File: src/rtl/scs8hd_and4b_vecgen.sv
// Exhaustive vector generator and response checker for an and4b cell (X = !AN & B & C & D).
// Sweeps the 16 input codes LOOPS times, holding each code SETTLE+1 cycles, samples X on the
// last cycle of each hold and counts mismatches against the ideal and4b response.
//
// Ports:
//   CLK            clock, rising edge
//   RESETB         synchronous active-low reset
//   START          begin a run (ignored while BUSY)
//   X              output of the cell under test
//   AN, B, C, D    registered stimulus, code {AN,B,C,D}
//   BUSY           run in progress
//   DONE           one-cycle pulse when the run completes
//   PASS           last run saw no mismatch; valid from DONE until the next START
//   ERR_CNT        saturating mismatch count for the current/last run
//   FIRST_ERR_VLD  a mismatch has been seen since START
//   FIRST_ERR_VEC  code of the first mismatch
module scs8hd_and4b_vecgen #(
    parameter int unsigned SETTLE = 2,
    parameter int unsigned LOOPS  = 1,
    parameter int unsigned CNT_W  = 8
) (
    input  logic             CLK,
    input  logic             RESETB,
    input  logic             START,
    input  logic             X,
    output logic             AN,
    output logic             B,
    output logic             C,
    output logic             D,
    output logic             BUSY,
    output logic             DONE,
    output logic             PASS,
    output logic [CNT_W-1:0] ERR_CNT,
    output logic             FIRST_ERR_VLD,
    output logic [3:0]       FIRST_ERR_VEC
);

    typedef enum logic [1:0] {StIdle, StHold, StFin} state_e;

    localparam logic [3:0] IdleCode   = 4'b1000;
    localparam logic [3:0] LastCode   = 4'b1111;
    localparam logic [3:0] HitCode    = 4'b0111;  // only code where and4b drives 1
    localparam logic [3:0] SettleLast = 4'(SETTLE);
    localparam logic [7:0] LoopLast   = 8'(LOOPS - 1);

    state_e           state_q, state_d;
    logic [3:0]       code_q, code_d;
    logic [7:0]       loop_q, loop_d;
    logic [3:0]       settle_q, settle_d;
    logic [CNT_W-1:0] err_q, err_d;
    logic             fvld_q, fvld_d;
    logic [3:0]       fvec_q, fvec_d;
    logic             pass_q, pass_d;
    logic             expect_x;
    logic             mismatch;

    always_comb begin
        state_d  = state_q;
        code_d   = code_q;
        loop_d   = loop_q;
        settle_d = settle_q;
        err_d    = err_q;
        fvld_d   = fvld_q;
        fvec_d   = fvec_q;
        pass_d   = pass_q;
        expect_x = (code_q == HitCode);
        mismatch = 1'b0;

        case (state_q)
            StIdle, StFin: begin
                state_d = StIdle;
                code_d  = IdleCode;
                if (START) begin
                    state_d  = StHold;
                    code_d   = 4'b0000;
                    loop_d   = 8'd0;
                    settle_d = 4'd0;
                    err_d    = '0;
                    fvld_d   = 1'b0;
                    fvec_d   = 4'b0000;
                    pass_d   = 1'b0;
                end
            end
            StHold: begin
                if (settle_q == SettleLast) begin
                    // Case inequality so an X/Z response from the cell is flagged.
                    mismatch = (X !== expect_x);
                    if (mismatch) begin
                        if (err_q != '1) begin
                            err_d = err_q + 1'b1;
                        end
                        if (!fvld_q) begin
                            fvld_d = 1'b1;
                            fvec_d = code_q;
                        end
                    end
                    if (code_q != LastCode) begin
                        code_d   = code_q + 1'b1;
                        settle_d = 4'd0;
                    end else if (loop_q < LoopLast) begin
                        code_d   = 4'b0000;
                        loop_d   = loop_q + 1'b1;
                        settle_d = 4'd0;
                    end else begin
                        state_d = StFin;
                        code_d  = IdleCode;
                        // Includes the final sample so PASS is already correct during DONE.
                        pass_d  = (err_d == '0);
                    end
                end else begin
                    settle_d = settle_q + 1'b1;
                end
            end
            default: begin
                state_d = StIdle;
                code_d  = IdleCode;
            end
        endcase
    end

    always_ff @(posedge CLK) begin
        if (!RESETB) begin
            state_q  <= StIdle;
            code_q   <= IdleCode;
            loop_q   <= 8'd0;
            settle_q <= 4'd0;
            err_q    <= '0;
            fvld_q   <= 1'b0;
            fvec_q   <= 4'b0000;
            pass_q   <= 1'b0;
        end else begin
            state_q  <= state_d;
            code_q   <= code_d;
            loop_q   <= loop_d;
            settle_q <= settle_d;
            err_q    <= err_d;
            fvld_q   <= fvld_d;
            fvec_q   <= fvec_d;
            pass_q   <= pass_d;
        end
    end

    assign {AN, B, C, D}  = code_q;
    assign BUSY           = (state_q == StHold);
    assign DONE           = (state_q == StFin);
    assign PASS           = pass_q;
    assign ERR_CNT        = err_q;
    assign FIRST_ERR_VLD  = fvld_q;
    assign FIRST_ERR_VEC  = fvec_q;

endmodule

File: config.mk
export PLATFORM = sky130hd
export DESIGN_NAME = scs8hd_and4b_vecgen
export DESIGN_NICKNAME = d
export VERILOG_FILES = /design/src/rtl/scs8hd_and4b_vecgen.sv
export SDC_FILE = /design/constraint.sdc
export NUM_CORES = 1
export LEC_CHECK = 0
export ABC_AREA = 1
export BUFFER_PORTS_ARGS = -buffer_cell sky130_fd_sc_hd__buf_2
export CAP_MARGIN = 15
export CORE_UTILIZATION = 40
export DETAILED_ROUTE_END_ITERATION = 8
export GPL_TIMING_DRIVEN = 0
export PLACE_DENSITY = 0.69
export SETUP_SLACK_MARGIN = 0.5
export SLEW_MARGIN = 40
export SYNTH_ARGS = -nofsm -noshare
export SYNTH_HDL_FRONTEND = slang
export SYNTH_SLANG_ARGS = --single-unit
File: constraint.sdc
create_clock -name CLK -period 1.4 [get_ports CLK]
set_input_delay 0.21 -clock CLK [delete_from_list [all_inputs] [get_ports CLK]]
set_output_delay 0.21 -clock CLK [all_outputs]
set_load 0.05 [all_outputs]
## Yosys cells after proc, flatten, opt, wreduce, memory -nomap -nowiden

Index checks and enable logic that the tools add are counted.

- Register bits after elaboration: 32
- Input port bits: 4
- Output and inout port bits: 20
- Logic and storage cells: 77

- Add/subtract/negate cells: 4
- $lt $le $gt $ge: 1
- Equal/unequal tests: 15
- Multiplexer cells: 38
- Reductions and logical operators: 11

Operator list:

| cell | count |
|---|---|
| 8-bit 2-to-1 mux | 9 |
| 4-bit 2-to-1 mux | 11 |
| 8-bit case mux with 2 select lines | 2 |
| 4-bit case mux with 2 select lines | 3 |
| 8-bit by 1-bit adder with 8-bit output (second input constant) | 2 |
| 5-bit AND reduction | 3 |
| 3-bit AND reduction | 3 |
| 4-bit by 1-bit adder with 4-bit output (second input constant) | 2 |
| 8-bit zero test | 1 |
| 8-bit by 1-bit < comparator with 1-bit output (second input constant) | 1 |
| 2-bit != test (second input constant) | 4 |
| 8-bit != test (second input constant) | 1 |
| 1-bit 2-to-1 mux | 7 |
| 2-bit 2-to-1 mux | 3 |
| 2-bit by 1-bit != test with 1-bit output (second input constant) | 3 |
| 4-bit by 2-bit == test with 1-bit output (second input constant) | 1 |
| 4-bit by 3-bit == test with 1-bit output (second input constant) | 1 |
| 4-bit by 2-bit != test with 1-bit output (second input constant) | 1 |
| 4-bit != test (second input constant) | 1 |
| 1-bit case mux with 2 select lines | 2 |
| 2-bit case mux with 2 select lines | 1 |
| 4-bit AND reduction | 1 |
| 2-bit by 1-bit == test with 1-bit output (second input constant) | 1 |
| 2-bit == test (second input constant) | 1 |
| other kinds (4) | 4 |

## Longest topological paths before layout

- Depth after elaboration: 10
- Gate-level depth with buffers: 11
- Depth with buffers taken out: 11

## Least setup slack after synthesis

No wires, ideal clock.

- Path kind: register -> register
- Start: register code_q[0]
- End: register fvec_q[0], in the netlist FIRST_ERR_VEC[0]
- Library setup time: 0.132 ns
- Arrival: 1.799 ns
- Required time: 1.268 ns
- Setup slack: -0.531 ns
- Stages on the path, launching flop included: 11
- Buffers on the path: 0
- Period minus slack after synthesis: 1.931 ns
- Path through: dfxtp_1 -> ha_1 -> nand3_1 -> nand2_2 -> nand2_4 -> a21oi_2 -> inv_2 -> a21oi_4 -> inv_2 -> nand2_1 -> a21oi_1

- Longest elaborated chain between the ends: 4
- Elaborated cells between the ends (all ways): 8
- Classes of those cells: 3 x eq/ne; 4 x mux; 1 x reduce/logical

Ends and longest elaborated chain:

| element | RTL line | text |
|---|---|---|
| start: declaration | 47 | `logic [3:0] code_q, code_d;` |
| start signal: assignment | 124 | `code_q <= IdleCode;` |
| start signal: assignment | 133 | `code_q <= code_d;` |
| 4-bit by 3-bit == test with 1-bit output or 4-bit 2-to-1 mux (tied branches) | 66, 92 |  |
| 1-bit !== test or 4-bit 2-to-1 mux (tied branches) | 87, 88 |  |
| 2-bit by 1-bit != test with 1-bit output (no source line) or 4-bit 2-to-1 mux (tied branches) | -- |  |
| 5-bit AND reduction (no source line) or 4-bit case mux with 2 select lines (tied branches) | -- |  |
| end signal: assignment | 138 | `fvec_q <= fvec_d;` |
| end: declaration | 52 | `logic [3:0] fvec_q, fvec_d;` |

Parallel ways exist; a longest one is shown, timed or not. The select of a mux whose other input is x is not followed.
A chain may end at the register's enable or synchronous reset.

## Worst setup path in the final report

- Start: register code_q[1]
- End: register pass_q, in the netlist PASS

- Longest elaborated chain between the ends: 10
- Elaborated cells between the ends (all ways): 13
- Classes of those cells: 4 x eq/ne; 7 x mux; 2 x reduce/logical

Ends and longest elaborated chain:

| element | RTL line | text |
|---|---|---|
| 4-bit by 3-bit == test with 1-bit output | 66 | `expect_x = (code_q == HitCode);` |
| 1-bit !== test | 87 | `mismatch = (X !== expect_x);` |
| 8-bit 2-to-1 mux | 88 | `if (mismatch) begin` |
| 8-bit 2-to-1 mux | 85 | `if (settle_q == SettleLast) begin` |
| 8-bit 2-to-1 mux | 69 | `case (state_q)` |
| 8-bit zero test | 108 | `pass_d = (err_d == '0);` |
| 1-bit 2-to-1 mux | 100 | `end else if (loop_q < LoopLast) begin` |
| 1-bit 2-to-1 mux | 97 | `if (code_q != LastCode) begin` |
| 1-bit 2-to-1 mux | 85 |  |
| 1-bit case mux with 2 select lines | 69 |  |
| end signal: assignment | 139 | `pass_q <= pass_d;` |
| end: declaration | 53 | `logic pass_q, pass_d;` |

Parallel ways exist; a longest one is shown, timed or not. The select of a mux whose other input is x is not followed.

==> flow_summary_export.csv <==
group,metric,value,unit
worst_setup_path,crit_type,"flop to flop",
job,cap_violations,0,
hold_path,min_to,"code_q[2]$_SDFFE_PN0N_",
pwr,power_frac_seq,0.439,
cts,cts_tree,"yes",
timing,max_freq,616,MHz
synthesis,syn_area,1420,um2
synthesis,ys_warn_count,0,
cts,cts_buffers,3,
worst_setup_path,r2r_cells,11,
timing,fin_crit,1620,ps
synthesis,synth_seq_area_share,0.340,
global_routing,antenna_found_initial,0,
layout,area_growth,75.2,%
global_routing,grt_max_degree,15,
worst_setup_path,cp.required,1680,ps
place,hpwlAfterDp,2.40,mm
pwr,p_int,1.08,mW
global_routing,grt_pass1_wl,6.79,mm
die,io_pins,24,
global_routing,track_usage,0.245,
synthesis,ys_seq_elements,24,
worst_setup_path,arrival,1910,ps
die,fp.dieH,61.5,um
cts,clk_pin_slew_worst_paths,160,ps
pwr,peakVddDrop,0.000567,V
status,outcome,"finished with violations",
pwr,design_power_total,1.61,mW
layout,drive_gt1_frac,0.566,
pwr,combPwrFrac,0.278,
timing,finalHoldViolCount,0,
hold_path,worstHoldStart,"RESETB",
die,die-area,3780,um2
timing,drv_slew,0,
timing,max_slew_margin,0.655,
place,globalplace.congestion,0.784,
synthesis,syn_avg_cell_area,6.74,um2
hold_path,min_path_cells,3,
detailed_routing,dr.pass1.iters,6,
place,io_buffer_count,23,
worst_setup_path,cp-start-kind,"flop",
synthesis,netlist_instances,210,
cts,cts-htree-levels,1,
pwr,power_density,650,nW/um2
worst_setup_path,timing.rr.end,"PASS$_SDFFE_PN0P_",
cts,cts_hold_buf,0,
cts,clock-root-buffer,"clkbuf_4",
hold_path,hp-class,"primary input to flop",
detailed_routing,ant_nets,0,
worst_setup_path,worstPathMaxFanout,10,
worst_setup_path,r2r-start,"code_q[1]$_SDFFE_PN0N_",
synthesis,synthesis.nets,218,
cts,ctsLongestPathBuffers,2,
cts,clock_latency,340,ps
detailed_routing,drt_iter0_drc,78,
timing,tightest_slew,517,ps
place,pre_cts_slack,-176,ps
timing,setup_viol,10,
timing,final.period_utilization,1.16,
detailed_routing,drc,0,
timing,final.setup_skew,18.1,ps
die,coreArea,3360,um2
detailed_routing,wl_per_cell,14.8,um
layout,fillers,228,
pwr,clock_power_share,0.283,
pwr,switchingPower,0.531,mW
timing,fin_ws,-224,ps
detailed_routing,routed_wl,4.60,mm
cts,cts.sinks,24,
timing,setup_tns,-1090,ps
layout,nNetsFinal,274,
detailed_routing,vias,1625,
status,violations,"setup timing",
worst_setup_path,setup.worst_path.end_class,"flop",
die,row_count,21,
layout,antenna_cells,0,
global_routing,grt_pass1_vias,1456,
worst_setup_path,r2r_slack,-220,ps
timing,rsz0062_at_grt,"yes",
detailed_routing,via_per_inst,5.23,
global_routing,grt_overflow,0,
synthesis,synthDistinctLibCells,29,
pwr,sw_frac_of_total,0.330,
pwr,leakagePower,1.03,nW
die,die_x,61.5,um
die,initial_utilization,0.421,
==> metal layers <==
metal / global-route usage / vias up / wire (um)
met1: 0.318 / 777 / 1970
met4: 0.0762 / 0 / 55
li1: - / 796 / -
met5: 0 / - / 0
met2: 0.409 / 43 / 2350
met3: 0.0462 / 9 / 217
==> state kept, by name (all words and copies together), names as in the netlist <==
| signal | cells |
|---|---|
| ERR_CNT | 8 |
| FIRST_ERR_VEC | 4 |
| code_q | 4 |
| settle_q | 4 |
| state_q | 2 |
| FIRST_ERR_VLD | 1 |
| PASS | 1 |
==> placed cells by master, fill, tap and decap left out, types with 10 or more instances in the layout <==
master   netlist  layout
a21oi_1       16      12
buf_4          0      15
inv_1         20      14
nor2_1        15      10
nand3_1       21      11
dfxtp_4        0      13
nand2_1       62      48
buf_8          0      18
nand2_2        5      13
buf_6          1      14
==> synthesized netlist by cell type <==
| cell type | n | area share |
|---|---|---|
| nand2_1 | 62 | 0.16 |
| dfxtp_1 | 24 | 0.34 |
| nand3_1 | 21 | 0.074 |
| inv_1 | 20 | 0.053 |
| a21oi_1 | 16 | 0.057 |
| nor2_1 | 15 | 0.040 |
| o21ai_0 | 7 | 0.025 |
| inv_2 | 5 | 0.013 |
| nand2_2 | 5 | 0.022 |
| ha_1 | 4 | 0.035 |
| nand2_4 | 4 | 0.032 |
| a211oi_1 | 3 | 0.016 |
| nand4_1 | 3 | 0.013 |
| clkinv_1 | 2 | 0.0053 |
| nand3b_1 | 2 | 0.011 |
| nor2_2 | 2 | 0.0088 |
| nor3_1 | 2 | 0.0071 |
| xor2_1 | 2 | 0.012 |
| a21oi_2 | 1 | 0.0062 |
| a21oi_4 | 1 | 0.011 |
| a221o_1 | 1 | 0.0071 |
| and3_1 | 1 | 0.0044 |
| buf_2 | 1 | 0.0035 |
| buf_6 | 1 | 0.0080 |
| clkbuf_1 | 1 | 0.0026 |
| nand3_2 | 1 | 0.0071 |
| nor2_4 | 1 | 0.0080 |
| o211a_1 | 1 | 0.0071 |
| xnor2_1 | 1 | 0.0062 |
==> worst max-delay path by stage <==
stage | cells after the start | endpoint | slack [ps] | startpoint
2_1_floorplan | 10 | FIRST_ERR_VEC[0]$_SDFFE_PN0P_ | -120 | code_q[0]$_SDFFE_PN0N_
6_report | 11 | PASS$_SDFFE_PN0P_ | -220 | code_q[1]$_SDFFE_PN0N_
3_5_place_dp | 9 | FIRST_ERR_VEC[0]$_SDFFE_PN0P_ | -180 | code_q[0]$_SDFFE_PN0N_
3_3_place_gp | 9 | FIRST_ERR_VEC[1]$_SDFFE_PN0P_ | -160 | code_q[0]$_SDFFE_PN0N_
4_1_cts | 9 | PASS$_SDFFE_PN0P_ | -130 | code_q[1]$_SDFFE_PN0N_
5_1_grt | 11 | PASS$_SDFFE_PN0P_ | -320 | code_q[1]$_SDFFE_PN0N_
==> critical path: stages (launching register included) <==
cell and delay [ps]:
dfxtp_4 400, ha_4 160, nand2_2 80, inv_4 70, nand3_2 80, nand2_4 150, nand3b_1 140, nand2_1 110
nand2_1 50, nor2_1 110, nand3_1 100, a21oi_1 120
==> area by class of cell <==
class / instances / area (um2) / area share
Sequential cell: 24 / 539 / 0.217
Inverter: 27 / 126 / 0.0510
Buffer: 3 / 35.0 / 0.0141
Timing Repair inverter: 1 / 16.3 / 0.00656
Clock buffer: 4 / 47.5 / 0.0192
Multi-Input combinational cell: 156 / 1090 / 0.441
Tap cell: 46 / 57.6 / 0.0232
Timing Repair Buffer: 50 / 564 / 0.228
==> cell families (layout without fill, tap and decap cells) <==
group | Yosys count | after routing | synth area share
XOR/XNOR | 3 | 3 | 0.0186
adder cells (fa/ha/maj) | 4 | 4 | 0.0354
buffers and inverters | 30 | 85 | 0.0858
flip-flops | 24 | 24 | 0.340
AND/OR/NAND/NOR | 119 | 119 | 0.392
AO/OA/AOI/OAI | 30 | 30 | 0.129
==> per-stage QoR <==
step	area (um2)	util	hold slack (ps)	instances
after floorplan	1580	-	308	210
after global placement	1750	0.520	451	279
after detailed placement	1750	0.520	453	279
after CTS	2300	0.685	158	304
after global routing	2480	0.737	200	311
final	2480	0.737	186	311
==> power groups by stage <==
stage	clock network, mW	logic, mW	registers [mW]
3_5_place_dp	0	0.287	0.729
6_report	0.456	0.448	0.707
3_3_place_gp	0	0.284	0.728
5_1_grt	0.483	0.475	0.710
2_1_floorplan	0	0.194	0.762
4_1_cts	0.468	0.405	0.703
==> repair_timing <==
action | in CTS | in global routing
buffers inserted | 20 | 7
gates cloned | 1 | 0
setup endpoints to repair | 44 | 44
gates resized for setup | 100 | 32
pin swaps | 21 | 15
(Power assumes the default switching activity.)
